`config.mk`:
```
export PLATFORM = sky130hd
export DESIGN_NAME = sram_like_arbiter
export DESIGN_NICKNAME = d
export VERILOG_FILES = /design/src/rtl/sram_like_arbiter.sv
export SDC_FILE = /design/constraint.sdc
export NUM_CORES = 1
export LEC_CHECK = 0
export CAP_MARGIN = 25
export CORE_AREA = 5 5 112 114
export DETAILED_ROUTE_END_ITERATION = 7
export DIE_AREA = 0 0 117 119
export PLACE_DENSITY = 0.71
export SYNTH_ARGS = -nofsm -noshare
export SYNTH_HDL_FRONTEND = slang
export SYNTH_SLANG_ARGS = --single-unit
```
`constraint.sdc`:
```
create_clock -name clk -period 3.4 [get_ports clk]
set_clock_uncertainty 0.15 [all_clocks]
set_input_delay 1.02 -clock clk [delete_from_list [all_inputs] [get_ports clk]]
set_output_delay 1.02 -clock clk [all_outputs]
set_load 0.01 [all_outputs]
```
`src/rtl/sram_like_arbiter.sv`:
```
// Round-robin arbiter merging NCH sram-like masters onto one downstream port.
// Responses are routed back in acceptance order through an order FIFO of channel indices.
module sram_like_arbiter #(
  parameter int unsigned NCH         = 2,
  parameter int unsigned OUTSTANDING = 4,
  parameter int unsigned DW          = 32
) (
  input  logic                             clk,
  input  logic                             reset,
  input  logic [NCH-1:0]                   m_req,
  input  logic [NCH-1:0]                   m_wr,
  input  logic [2*NCH-1:0]                 m_size,
  input  logic [4*NCH-1:0]                 m_wstrb,
  input  logic [DW*NCH-1:0]                m_addr,
  input  logic [DW*NCH-1:0]                m_wdata,
  output logic [NCH-1:0]                   m_addr_ok,
  output logic [NCH-1:0]                   m_data_ok,
  output logic [DW-1:0]                    m_rdata,
  output logic                             s_req,
  output logic                             s_wr,
  output logic [1:0]                       s_size,
  output logic [3:0]                       s_wstrb,
  output logic [DW-1:0]                    s_addr,
  output logic [DW-1:0]                    s_wdata,
  input  logic                             s_addr_ok,
  input  logic                             s_data_ok,
  input  logic [DW-1:0]                    s_rdata,
  output logic [$clog2(OUTSTANDING+1)-1:0] outst_cnt,
  output logic                             err_unexp
);

  localparam int unsigned IW = (NCH > 1) ? $clog2(NCH) : 1;
  localparam int unsigned CW = $clog2(OUTSTANDING + 1);
  localparam int unsigned PW = (OUTSTANDING > 1) ? $clog2(OUTSTANDING) : 1;

  typedef enum logic {IDLE, LOCK} state_t;

  state_t          state;
  logic [IW-1:0]   lock_ch;
  logic [IW-1:0]   rr_ptr;
  logic [IW-1:0]   rr_grant;
  logic            rr_found;
  logic [IW-1:0]   grant;
  logic            sel_req;
  logic            full;
  logic            accept;
  logic            pop;
  logic [IW-1:0]   fifo [OUTSTANDING];
  logic [PW-1:0]   head;
  logic [PW-1:0]   tail;
  logic [IW:0]     cand;

  // Round-robin search: candidate = (rr_ptr + k) mod NCH, first requester wins.
  always_comb begin
    rr_grant = '0;
    rr_found = 1'b0;
    cand     = '0;
    for (int unsigned k = 0; k < NCH; k++) begin
      cand = {1'b0, rr_ptr} + (IW+1)'(k);
      if (cand >= (IW+1)'(NCH)) cand = cand - (IW+1)'(NCH);
      if (!rr_found && m_req[cand[IW-1:0]]) begin
        rr_found = 1'b1;
        rr_grant = cand[IW-1:0];
      end
    end
  end

  assign grant   = (state == LOCK) ? lock_ch : rr_grant;
  assign sel_req = (state == LOCK) ? m_req[lock_ch] : rr_found;
  assign full    = (outst_cnt == CW'(OUTSTANDING));
  assign s_req   = !reset && sel_req && !full;
  assign accept  = s_req && s_addr_ok;
  assign pop     = !reset && s_data_ok && (outst_cnt != '0);
  assign m_rdata = s_rdata;

  always_comb begin
    s_wr      = 1'b0;
    s_size    = '0;
    s_wstrb   = '0;
    s_addr    = '0;
    s_wdata   = '0;
    m_addr_ok = '0;
    m_data_ok = '0;
    for (int unsigned k = 0; k < NCH; k++) begin
      if (grant == IW'(k)) begin
        s_wr         = m_wr[k];
        s_size       = m_size[2*k +: 2];
        s_wstrb      = m_wstrb[4*k +: 4];
        s_addr       = m_addr[DW*k +: DW];
        s_wdata      = m_wdata[DW*k +: DW];
        m_addr_ok[k] = accept;
      end
      if (pop && fifo[head] == IW'(k)) m_data_ok[k] = 1'b1;
    end
  end

  always_ff @(posedge clk) begin
    if (reset) begin
      state     <= IDLE;
      lock_ch   <= '0;
      rr_ptr    <= '0;
      head      <= '0;
      tail      <= '0;
      outst_cnt <= '0;
      err_unexp <= 1'b0;
    end else begin
      case (state)
        IDLE: if (s_req && !s_addr_ok) begin
          state   <= LOCK;
          lock_ch <= rr_grant;
        end
        // A master withdrawing its request also releases the lock.
        LOCK: if (!s_req || s_addr_ok) state <= IDLE;
        default: state <= IDLE;
      endcase
      if (accept) begin
        fifo[tail] <= grant;
        tail       <= (tail == PW'(OUTSTANDING-1)) ? '0 : tail + 1'b1;
        rr_ptr     <= (grant == IW'(NCH-1)) ? '0 : grant + 1'b1;
      end
      if (pop) head <= (head == PW'(OUTSTANDING-1)) ? '0 : head + 1'b1;
      case ({accept, pop})
        2'b10:   outst_cnt <= outst_cnt + 1'b1;
        2'b01:   outst_cnt <= outst_cnt - 1'b1;
        default: outst_cnt <= outst_cnt;
      endcase
      if (s_data_ok && outst_cnt == '0) err_unexp <= 1'b1;
    end
  end

endmodule

```
==> out/results.tsv <==
stage	metric	value	unit
power	ir_worst_vdd	0.1767	mV
worst_setup_path	endpoint_kind	output port	
cells_and_area	drive_gt1_share	42.37	%
logic_synthesis	synth-seq-cells	17	
detailed_routing	firstDrtPassIters	4	
logic_synthesis	yosysWarnings	0	
power	pwr-share-clk	19.3	%
sta	rsz0062_at_grt	yes	
power	power.internal	0.8862	mW
worst_setup_path	arrival	2.46	ns
grt	grt_pass1_wl	12650	µm
sta	finalHoldViolations	0	
clock_tree	cts_max_level	1	
power	netSwitchingFraction	27.34	%
placed_design	dpl.hpwl	7138	µm
clock_tree	cts_num_sinks	17	
worst_setup_path	crit_path_start	m_req[0]	
clock_tree	cts_inserted_buffers	3	
logic_synthesis	yosysTopAreaCell	mux2_4	
clock_tree	clkLatencyLatePin	0.25	ns
die	die_h	119	µm
cells_and_area	num_antenna_cells	0	
sta	slew_headroom	65.81	%
power	combinationalPowerShare	61.4	%
power	seqPwrFrac	19.3	%
grt	grt_overflow	0	
logic_synthesis	synthTopCellsByCount	mux2_4, buf_4, mux2_2	
placed_design	placed_area	0.004461	mm²
logic_synthesis	synth_edf_count	4	
cells_and_area	fin_area	0.005001	mm²
power	pwr_density_cell	243.9	mW/mm²
cells_and_area	syn_to_final_growth	129.7	%
worst_setup_path	crit_fanout	7	
detailed_routing	drt_iter0_drc	33	
sta	finalSetupTns	-9.965	ns
grt	grt_antenna_before_repair	0	
sta	setup_viol_count_final	71	
logic_synthesis	ys_top_cells_by_area	mux2_4, dfxtp_1, buf_4	
logic_synthesis	synthArstFlopShare	0	%
die	core-area	0.01132	mm²
grt	grt_max_degree	48	
detailed_routing	vias	2436	
sta	hold-worst-slack	0.3244	ns
clock_tree	holdBufCountCts	0	
flow_run	cap_viol_max_count	0	
die	die-area	0.01392	mm²
sta	drv_slew	0	
worst_setup_path	worst_r2r_path_depth	16	
placed_design	place_congestion	0.7280	
cells_and_area	nNetsFinal	627	
hold_path	holdCritPathClass	flip-flop to flip-flop	
sta	tightestPinTransition	0.5118	ns
logic_synthesis	syn_area_per_cell	11.05	µm²
worst_setup_path	r2r_end	rr_ptr$_SDFFE_PP0P_	
worst_setup_path	worstSetupPathType	input port to output port	
detailed_routing	ant_nets	0	
worst_setup_path	r2r-start	state$_SDFF_PP0_	
sta	min_period	3.631	ns
sta	fmax	275.4	MHz
detailed_routing	detail_route.wl_per_cell	16.24	µm
die	boundaryPins	292	
die	start_util	19.23	%
placed_design	port_buffers	227	
power	switchingPower	0.3335	mW
status	violations	setup timing	
die	die_w	117	µm
grt	grt_pass1_vias	2562	
detailed_routing	routed_wl	9452	µm
logic_synthesis	yosysSeqAreaShare	17.47	%
sta	fin_crit_sh	106.8	%
clock_tree	path_clk_slew	0.05	ns
grt	grt_usage	11.23	%
logic_synthesis	ys_types	38	
placed_design	pre_cts_ws	-0.8830	ns
power	fin_total_pwr	1.220	mW
worst_setup_path	cp-start-kind	input port	
clock_tree	cts_root_buf	clkbuf_16	
clock_tree	cts_tree	done	
logic_synthesis	syn-instance-count	197	
logic_synthesis	synth_top_area_share	39.31	%
worst_setup_path	critPathCapture	s_wdata[27]	
logic_synthesis	synth_fp_nets	384	
logic_synthesis	yosysMostFrequentCell	mux2_4	
status	outcome	finished with violations	
die	rows	39	
sta	setup_ws	-0.2313	ns
logic_synthesis	synth-main-ff-cell	dfxtp_1	
worst_setup_path	r2r_setup_slack	0.59	ns
power	p_leak	2.499	nW
worst_setup_path	crit_required	2.23	ns
detailed_routing	drc	0	
logic_synthesis	synth_area	0.002177	mm²
detailed_routing	via_per_inst	4.186	
clock_tree	cts_buffer_depth	2	
## cell type report
type | count | area, µm²
fillers | 1036 | 6320
well taps | 143 | 178.9
clock buffers | 3 | 75.07
inverters | 10 | 37.54
flip-flops and latches | 17 | 380.4
repair buffers | 279 | 2868
multi-input cells | 129 | 1456
clock inverters | 1 | 5.005
## logic make-up (layout without fill, tap and decap cells)
family                     Yosys count  after routing  synth area share (%)
muxes                               73             73                 48.05
DFF                                 17             17                 17.47
xor gates and xnor gates             2              2                0.8047
buffers and inverters               51            293                 16.61
AOI/OAI and AO/OA                   18             18                 5.748
adders and majority gates            7              7                 4.368
and+or+nand+nor                     29             29                 6.955
## power groups by stage
stage                     Combinational, mW  Sequential [mW]  Clock [mW]
after floorplan                       0.322            0.237           0
after global placement                0.659            0.238           0
after detailed placement              0.669            0.239           0
after CTS                             0.717            0.236       0.239
after global routing                  0.792            0.238       0.249
final                                 0.749            0.236       0.236
## routing by layer
layer  global-route usage, %  wire, µm  share of wire [%]
met5                       0         0                  0
met4                   1.505        57               0.60
met3                   3.296      1008                 11
met2                   22.72      5190                 55
met1                   11.19      3196                 34
## cells in the final DEF (no fill, tap or decap), types with 6 or more instances in the layout
| cell | netlist | final |
|---|---|---|
| buf_6 | 6 | 44 |
| ha_1 | 6 | 6 |
| dlymetal6s2s_1 | 0 | 24 |
| nor2_1 | 10 | 10 |
| clkbuf_2 | 0 | 9 |
| inv_1 | 9 | 9 |
| dfxtp_1 | 13 | 13 |
| buf_4 | 33 | 38 |
| mux2_2 | 14 | 14 |
| clkdlybuf4s50_1 | 0 | 147 |
| mux2_4 | 57 | 57 |
## through the flow
step / cells / utilization [%]
after floorplan: 197 / -
after global placement: 545 / 39.40
after detailed placement: 545 / 39.40
after CTS: 578 / 42.72
after global routing: 582 / 44.18
final: 582 / 44.18
## worst min path at each step
stage / from / end / slack, ns / depth (start not counted)
2_1_floorplan: rr_ptr$_SDFFE_PP0P_ / rr_ptr$_SDFFE_PP0P_ / 0.30 / 2
3_3_place_gp: err_unexp$_SDFFE_PP0P_ / err_unexp$_SDFFE_PP0P_ / 0.31 / 2
3_5_place_dp: err_unexp$_SDFFE_PP0P_ / err_unexp$_SDFFE_PP0P_ / 0.32 / 2
4_1_cts: err_unexp$_SDFFE_PP0P_ / err_unexp$_SDFFE_PP0P_ / 0.33 / 2
5_1_grt: err_unexp$_SDFFE_PP0P_ / err_unexp$_SDFFE_PP0P_ / 0.38 / 2
6_report: err_unexp$_SDFFE_PP0P_ / err_unexp$_SDFFE_PP0P_ / 0.32 / 2
## critical path, stage by stage
cell and delay, ns:
buf_6 0.09, nor2b_4 0.12, o31a_4 0.39, buf_12 0.16
buf_16 0.15, buf_6 0.11, mux2_4 0.29, buf_6 0.12
## repair_timing
item / CTS / global route
pin swaps: 2 / 4
gates cloned: 3 / 2
resized for setup: 179 / 102
endpoints found under the setup margin: 76 / 74
buffers inserted: 26 / 2
No activity file was read; power rests on OpenSTA's default activity.
